$ cat src/rtl/wm_pkg.sv
// Shared types and helpers for the watermark keystream generator.
// The LFSR step is defined at the maximum supported width; narrower users zero-extend.
package wm_pkg;

    typedef enum logic [1:0] {
        WM_IDLE = 2'd0,
        WM_WARM = 2'd1,
        WM_RUN  = 2'd2,
        WM_FIN  = 2'd3
    } wm_state_e;

    localparam int LFSR_MAX_W = 32;
    localparam logic [15:0] WM_DEFAULT_TAPS = 16'hB400;

    // Galois step; upper bits stay zero when state and taps are zero-extended.
    function automatic logic [LFSR_MAX_W:0] lfsr_step(input logic [LFSR_MAX_W-1:0] state,
                                                      input logic [LFSR_MAX_W-1:0] taps);
        logic [LFSR_MAX_W-1:0] nxt;
        nxt = state >> 1;
        if (state[0]) begin
            nxt = nxt ^ taps;
        end
        return {nxt, state[0]};
    endfunction

endpackage

$ cat src/rtl/wm_lfsr_core.sv
// LFSR state register with zero-guarded seeding, one-step and SYM_W-step advance,
// and extraction of the current SYM_W-bit symbol.
module wm_lfsr_core
    import wm_pkg::*;
#(
    parameter int              KEY_W = 16,
    parameter logic [KEY_W-1:0] TAPS = KEY_W'(WM_DEFAULT_TAPS),
    parameter int              SYM_W = 2
) (
    input  logic             clk,
    input  logic             rst,
    input  logic             load,
    input  logic [KEY_W-1:0] key,
    input  logic             step_one,
    input  logic             step_sym,
    output logic [SYM_W-1:0] sym
);

    localparam logic [LFSR_MAX_W-1:0] W_TAPS = LFSR_MAX_W'(TAPS);

    // Held at full package width; bits above KEY_W are constant zero.
    logic [LFSR_MAX_W-1:0] r_state;
    logic [LFSR_MAX_W-1:0] w_seed;
    logic [LFSR_MAX_W-1:0] w_chain [0:SYM_W];
    logic [SYM_W-1:0]      w_sym;

    always_comb begin
        w_seed = LFSR_MAX_W'(key);
        if (key == '0) begin
            w_seed = LFSR_MAX_W'(1);
        end
    end

    always_comb begin
        w_chain    = '{default: '0};
        w_sym      = '0;
        w_chain[0] = r_state;
        for (int i = 0; i < SYM_W; i++) begin
            {w_chain[i+1], w_sym[i]} = lfsr_step(w_chain[i], W_TAPS);
        end
    end

    always_ff @(posedge clk) begin
        if (rst) begin
            r_state <= '0;
        end else if (load) begin
            r_state <= w_seed;
        end else if (step_sym) begin
            r_state <= w_chain[SYM_W];
        end else if (step_one) begin
            r_state <= w_chain[1];
        end
    end

    assign sym = w_sym;

endmodule

$ cat src/rtl/wm_keystream_gen.sv
// Key-seeded watermark keystream generator: sequence FSM, symbol counter,
// output handshake and symbol masking around the LFSR core.
module wm_keystream_gen
    import wm_pkg::*;
#(
    parameter int               KEY_W  = 16,
    parameter logic [KEY_W-1:0] TAPS   = KEY_W'(WM_DEFAULT_TAPS),
    parameter int               SYM_W  = 2,
    parameter int               LEN_W  = 16,
    parameter int               WARMUP = 16
) (
    input  logic             clk,
    input  logic             rst,
    input  logic             start,
    input  logic [KEY_W-1:0] key,
    input  logic [LEN_W-1:0] len,
    input  logic             wm_select,
    output logic             wm_valid,
    input  logic             wm_ready,
    output logic [SYM_W-1:0] wm_data,
    output logic             busy,
    output logic             done,
    output logic [1:0]       dbg_state
);

    localparam logic [1:0] S_IDLE    = 2'(WM_IDLE);
    localparam logic [1:0] S_WARM    = 2'(WM_WARM);
    localparam logic [1:0] S_RUN     = 2'(WM_RUN);
    localparam logic [1:0] S_FIN     = 2'(WM_FIN);
    localparam logic [7:0] WARM_LAST = 8'((WARMUP > 0) ? (WARMUP - 1) : 0);

    logic [1:0]       r_state;
    logic [LEN_W-1:0] r_count;
    logic             r_sel;
    logic [7:0]       r_warm;

    logic             w_start;
    logic             w_accept;
    logic [SYM_W-1:0] w_sym;
    logic [SYM_W-1:0] w_mask;

    // Handshake: a symbol transfers on any edge where wm_valid && wm_ready; while
    // wm_valid is high and wm_ready low, wm_data and the remaining count are held.
    assign w_start  = (r_state == S_IDLE) && start;
    assign w_accept = (r_state == S_RUN) && wm_ready;

    always_ff @(posedge clk) begin
        if (rst) begin
            r_state <= S_IDLE;
            r_count <= '0;
            r_sel   <= 1'b0;
            r_warm  <= '0;
        end else begin
            case (r_state)
                S_IDLE: begin
                    if (start) begin
                        r_count <= len;
                        r_sel   <= wm_select;
                        r_warm  <= '0;
                        if (len == '0) begin
                            r_state <= S_FIN;
                        end else if (WARMUP > 0) begin
                            r_state <= S_WARM;
                        end else begin
                            r_state <= S_RUN;
                        end
                    end
                end
                S_WARM: begin
                    r_warm <= r_warm + 8'd1;
                    if (r_warm == WARM_LAST) begin
                        r_state <= S_RUN;
                    end
                end
                S_RUN: begin
                    if (wm_ready) begin
                        r_count <= r_count - LEN_W'(1);
                        if (r_count == LEN_W'(1)) begin
                            r_state <= S_FIN;
                        end
                    end
                end
                default: begin
                    r_state <= S_IDLE;
                end
            endcase
        end
    end

    wm_lfsr_core #(
        .KEY_W (KEY_W),
        .TAPS  (TAPS),
        .SYM_W (SYM_W)
    ) u_core (
        .clk      (clk),
        .rst      (rst),
        .load     (w_start),
        .key      (key),
        .step_one (r_state == S_WARM),
        .step_sym (w_accept),
        .sym      (w_sym)
    );

    // Narrow mode keeps only bit 0; data reads zero outside RUN.
    assign w_mask    = r_sel ? '1 : SYM_W'(1);
    assign wm_valid  = (r_state == S_RUN);
    assign wm_data   = wm_valid ? (w_sym & w_mask) : '0;
    assign busy      = (r_state != S_IDLE);
    assign done      = (r_state == S_FIN);
    assign dbg_state = r_state;

endmodule

$ cat config.mk
export PLATFORM = sky130hd
export DESIGN_NAME = wm_keystream_gen
export DESIGN_NICKNAME = d
export VERILOG_FILES = /design/src/rtl/wm_pkg.sv /design/src/rtl/wm_lfsr_core.sv /design/src/rtl/wm_keystream_gen.sv
export SDC_FILE = /design/constraint.sdc
export NUM_CORES = 1
export LEC_CHECK = 0
export CAP_MARGIN = 20
export CORE_ASPECT_RATIO = 0.7
export CORE_MARGIN = 2
export CORE_UTILIZATION = 49
export DETAILED_ROUTE_END_ITERATION = 6
export GPL_ROUTABILITY_DRIVEN = 0
export GPL_TIMING_DRIVEN = 0
export PLACE_DENSITY = 0.84
export SYNTH_ARGS = -nofsm -noshare
export SYNTH_HDL_FRONTEND = slang
export SYNTH_SLANG_ARGS = --single-unit
$ cat constraint.sdc
create_clock -name clk -period 2.5 [get_ports clk]
set_input_delay 0.375 -clock clk [delete_from_list [all_inputs] [get_ports clk]]
set_output_delay 0.375 -clock clk [all_outputs]
set_load 0.005 [all_outputs]
==> results of run 1 <==
==> layer usage <==
metal / track usage / part of all wire / vias up
met5: 0 / 0 / -
met1: 0.406 / 0.47 / 1365
met3: 0.0566 / 0.097 / 14
li1: - / - / 1378
met2: 0.393 / 0.42 / 167
met4: 0.0919 / 0.012 / 0
==> per-stage QoR <==
step / power (mW) / utilization / std cells
2_1_floorplan: 2.36 / - / 347
3_3_place_gp: 2.82 / 0.614 / 462
3_5_place_dp: 2.88 / 0.614 / 462
4_1_cts: 3.32 / 0.630 / 469
5_1_grt: 3.64 / 0.629 / 468
6_report: 3.38 / 0.629 / 468
==> cell usage in the layout, fill, tap and decap left out, types with 12 or more instances in the layout <==
| cell type | instances |
|---|---|
| dfxtp_1 | 42 |
| nand2_1 | 41 |
| nor2_1 | 20 |
| a21oi_1 | 34 |
| clkdlybuf4s50_1 | 43 |
| inv_1 | 13 |
| o211ai_1 | 12 |
| o21ai_0 | 20 |
| clkbuf_1 | 19 |
| mux2i_1 | 15 |
==> flip-flops by register name, indices dropped and copies added (netlist names) <==
name,cells
r_sel,1
u_core.r_state,16
r_count,16
dbg_state,2
r_warm,8
==> kinds of logic (layout without fill, tap and decap cells) <==
logic type	count (synthesis)	after routing	synth area share
AOI/OAI and AO/OA	103	103	0.241
adders and majority gates	8	8	0.0365
buffers and inverters	37	86	0.0606
and+or+nand+nor	130	130	0.256
DFF	43	43	0.314
xor gates and xnor gates	10	10	0.0319
muxes	16	16	0.0597
==> report_power, final <==
| group | total [mW] | internal, mW | switching, mW |
|---|---|---|---|
| registers | 1.12 | 0.892 | 0.227 |
| logic | 1.82 | 0.749 | 1.07 |
| clock network | 0.439 | 0.196 | 0.242 |
| total | 3.38 | 1.84 | 1.54 |
==> repair_timing <==
action	4_1_cts	5_1_grt
endpoints found under the setup margin	2	6
gates resized for setup	2	1
hold buffers	0	0
==> final cells by class <==
cell class	count	area, µm²
Multi-Input combinational cell	267	1720
Buffer	22	110
Inverter	13	48.8
Sequential cell	43	862
Fill cell	463	1970
Clock buffer	7	76.3
Tap cell	72	90.1
Clock inverter	1	5.00
Timing Repair Buffer	43	430
==> worst min-delay path, delay by kind of cell (launching register included) <==
| kind | cells | cell delay (ns) |
|---|---|---|
| AOI/OAI and AO/OA | 1 | 0.05 |
| DFF | 1 | 0.31 |
| and+or+nand+nor | 1 | 0.05 |
==> worst max path at each step <==
stage | endpoint | depth (start not counted)
3_3_place_gp | wm_data[1] | 7
4_1_cts | wm_data[1] | 5
6_report | r_count[14] | 7
2_1_floorplan | r_count[13] | 7
3_5_place_dp | wm_data[1] | 7
5_1_grt | r_count[14] | 7
==> run metrics, run 1 <==
detailed-route wire length 7.89 mm; proportion of synthesized chip area in sequential cells 0.314; share of final-layout standard cells stronger than drive strength 1 0.0530; largest stage delay on the critical path 0.43 ns; mapped cell area about 2700 µm²; required time worst endpoint 2.73 ns; Hold/Removal Path Class register to register; slew at the pin closest to its max-slew limit 0.806 ns; clock tree from TritonCTS done; leakage power figure 1.21 nW; total routing resource utilization after global routing 0.275; max-capacitance violation count 0; Detail Route Antenna Nets 0; capture endpoint of the worst hold path r_sel; FF-to-FF setup slack 0.22 ns; number of I/O port buffers 43; mean post-synth cell area 7.91 µm²; slowest cell on the critical path dfxtp_1; final hold vios 0; Top Ports 44; Achievable Freq 439 MHz; smallest hold slack 0.454 ns; vertical die dimension 66.6 µm; largest net degree at the start of global routing 18; vias in the first global route between 2000 and 3000; library cell occupying the most area in the post-synthesis netlist dfxtp_1; critical path start-end classification register to register; remaining design rule violation count 0; H-tree depth 2; clock buffer count from CTS 5; most common cell in the synthesized netlist dfxtp_1; clk_lat worst skew about 0.3 ns; capture point of the worst reg-to-reg path r_count[14]; number of stages on the worst hold path 2; Core ar. 5310 µm²; Num Clock Sinks between 40 and 50; number of library cell types mapped by synthesis 60; final-report max-slew violation count 0; Max FO, Critical Path 26; worst-path cell chain ha_1 > buf_6 > mux2i_2 > nand2b_1 > clkbuf_1 > o221ai_1 > a31oi_1; area of placed instances 3260 µm²; number of standard cells after synthesis 347; antenna fix cells 0; Setup WS pre-CTS -0.222 ns; Post-Syn Nets 392; category of the worst setup path capture point register; power per cell area 1010 nW/µm²; area fraction of the dominant cell type after synthesis 0.314; global-route wire length before repair 13.5 mm; number of core rows 22; fin nets 440; R2R depth 7; clk slew on worst S/H paths about 0.080 ns; ratio of routed vias to standard cells 6.25; initial core utilization 0.516; violation count after the first detailed-routing iteration 442; number of enable flip-flop cells after synthesis 0; crit path from dbg_state[1]; buffer levels on the longest clock path 2; Die Wd 93.4 µm; Yosys warning count 0; Syn-to-layout area delta 21.8%; Worst Path Arrival 2.51 ns; clock period minus final worst setup slack 2.28 ns; hold path start r_sel; top cell types by occurrence after synthesis dfxtp_1, nand2_1, a21oi_1; kind of cell with the highest combined delay on the critical path buffers and inverters; async set or reset register ratio after synthesis 0; final sum of negative setup slack 0 ns; RSZ-0062 raised after global routing false; worst clock skew 0.00984 ns; leading cell types by total area after synthesis dfxtp_1, a21oi_1, nand2_1; number of endpoints failing setup at the final stage 0; drt first pass iters 5; number of synthesized register bits 43; Reg2Reg Launch Point dbg_state[1]; worst voltage drop across the vdd grid 0.547 mV; Routed WL per cell 16.8 µm; critical path startpoint category register; total buffers and inverters traversed by the critical path 2; post-route worst setup slack 0.221 ns; number of setup buffers added after CTS 0; overall via count from detail_route 2924; run status completed; Period Utilization, post-route 0.912; area of the die 6220 µm²; ys flop type dfxtp_1; worst slew slack as a fraction of its limit 0.462; number of antenna violations at the first check in global routing 0; Final HPWL DP 5.95 mm; Clock Tree Root clkbuf_8; total congestion overflow 0; Post-Layout Inst Area 3340 µm²
Note: power is estimated with default switching activity, not from simulation.
==> run 2, diff against run 1 <==
SETUP_SLACK_MARGIN = 0.02   (was not set)
==> run 2 against run 1 <==
  * Register-to-register slack improved by 0.06 ns
  * Hold slack hardly changed
  * Critical endpoint is now wm_data[1]
  * Cell area is 0.52% higher
  * Largest power group unchanged
==> run metrics, run 2 (synthesized netlist as in run 1, its figures left out) <==
overall via count from detail_route 2955; Syn-to-layout area delta 22.4%; worst clock skew approximately 0.013 ns; smallest hold slack 0.454 ns; run status completed; Worst Path Arrival 1.96 ns; clk_lat worst skew 0.30 ns; placed cell count 462; worst voltage drop across the vdd grid 0.492 mV; leading cell types in the layout, fill and taps excluded clkdlybuf4s50_1, nand2_1, dfxtp_1; violation count after the first detailed-routing iteration ~420; Routed WL per cell 17.2 µm; RSZ-0062 raised after global routing false; Core ar. 5310 µm²; number of setup buffers added after CTS 0; Final HPWL DP 5.95 mm; final-report max-slew violation count 0; Num Clock Sinks 43; largest stage delay on the critical path 0.49 ns; global-route wire length before repair 13.6 mm; fin nets 441; leakage power figure 1.21 nW; category of the worst setup path capture point output pin; clock buffer count from CTS 5; Die Wd 93.4 µm; number of endpoints failing setup at the final stage 0; slowest cell on the critical path clkdlybuf4s50_1; final std cells w/o fill 469; number of antenna violations at the first check in global routing 0; critical path start-end classification register to output pin; clock period minus final worst setup slack around 2.3 ns; vias in the first global route around 2800; total routing resource utilization after global routing 0.277; clk slew on worst S/H paths approximately 0.080 ns; largest net degree at the start of global routing 13; Clock Tree Root clkbuf_8; final hold vios 0; buffer levels on the longest clock path 2; most common cell after layout, fill and taps aside clkdlybuf4s50_1; worst-path cell chain inv_1 > ha_2 > buf_6 > clkbuf_8 > and3_1 > clkdlybuf4s50_1; clock tree from TritonCTS done; drt first pass iters 5; critical path startpoint category register; ratio of routed vias to standard cells 6.30; max-capacitance violation count 0; Top Ports 44; Hold/Removal Path Class register to register; H-tree depth 2; worst slew slack as a fraction of its limit 0.456; required time worst endpoint 2.12 ns; antenna fix cells 0; detailed-route wire length 8.05 mm; share of final-layout standard cells stronger than drive strength 1 0.0605; hold bufs inserted after CTS 0; vertical die dimension 66.6 µm; number of core rows 22; power per cell area 1020 nW/µm²; remaining design rule violation count 0; Period Utilization, post-route 0.935; Detail Route Antenna Nets 0; slew at the pin closest to its max-slew limit 0.814 ns; area of the die 6220 µm²; Regs by FF count r_count: 16 flops, u_core.r_state: 16 flops, r_warm: 8 flops; Max FO, Critical Path 19; overall power consumption 3.42 mW; total congestion overflow 0; Achievable Freq 428 MHz; initial core utilization 0.516; number of I/O port buffers 43
[run 2: changes by cell type in the layout (fill, tap and decap cells not counted)]
cell	before	now
ha_2	0	1
ha_1	8	7
clkbuf_8	6	7
dfxtp_1	42	41
dfxtp_2	1	2
[run 2: what timing repair did]
action,4_1_cts,5_1_grt
gates resized for setup,8,2
cloned,0,0
endpoints found under the setup margin,2,5
[run 2: per-layer routing]
metal  wire length (µm)  track usage
met5                  0            0
met2               3440        0.397
met4                 98        0.101
met1               3680        0.405
met3                825       0.0588
[run 2: final timing paths]
| check | slack, ns | cells after the start | startpoint | endpoint |
|---|---|---|---|---|
| hold reg to reg | 0.45 | 2 | r_sel | r_sel |
| setup / recovery | 0.16 | 6 | dbg_state[0] | wm_data[1] |
| hold / removal | 0.45 | 2 | r_sel | r_sel |
| setup reg to reg | 0.28 | 6 | r_count[0] | r_count[10] |
[run 2: area by class of cell]
class / instances / area [µm²]
flip-flops and latches: 43 / 863
repair buffers: 43 / 430
well taps: 72 / 90.1
fillers: 461 / 1950
clock inverters: 1 / 5.00
inverters: 13 / 48.8
multi-input cells: 267 / 1720
plain buffers: 23 / 124
clock buffers: 7 / 76.3
[run 2: critical path, delay by kind of cell, from the launching register on]
| family | cells | cell delay [ns] |
|---|---|---|
| buffers and inverters | 4 | 0.94 |
| DFF | 1 | 0.36 |
| and+or+nand+nor | 1 | 0.16 |
| adders and majority gates | 1 | 0.19 |
[run 2: metrics by stage]
| step | TNS [ns] | utilization | cell area [µm²] | setup WS (ns) |
|---|---|---|---|---|
| 2_1_floorplan | 0 | - | 2740 | 0.434 |
| 3_3_place_gp | -0.391 | 0.614 | 3260 | -0.210 |
| 3_5_place_dp | -0.422 | 0.614 | 3260 | -0.222 |
| 4_1_cts | 0 | 0.634 | 3370 | 0.0307 |
| 5_1_grt | 0 | 0.632 | 3360 | 0.0858 |
| 6_report | 0 | 0.632 | 3360 | 0.162 |
[run 2: power breakdown]
group | internal (mW) | total [mW] | leakage (nW) | switching (mW)
registers | 0.894 | 1.12 | 0.354 | 0.230
logic | 0.761 | 1.85 | 0.819 | 1.09
clock network | 0.197 | 0.442 | 0.0422 | 0.245
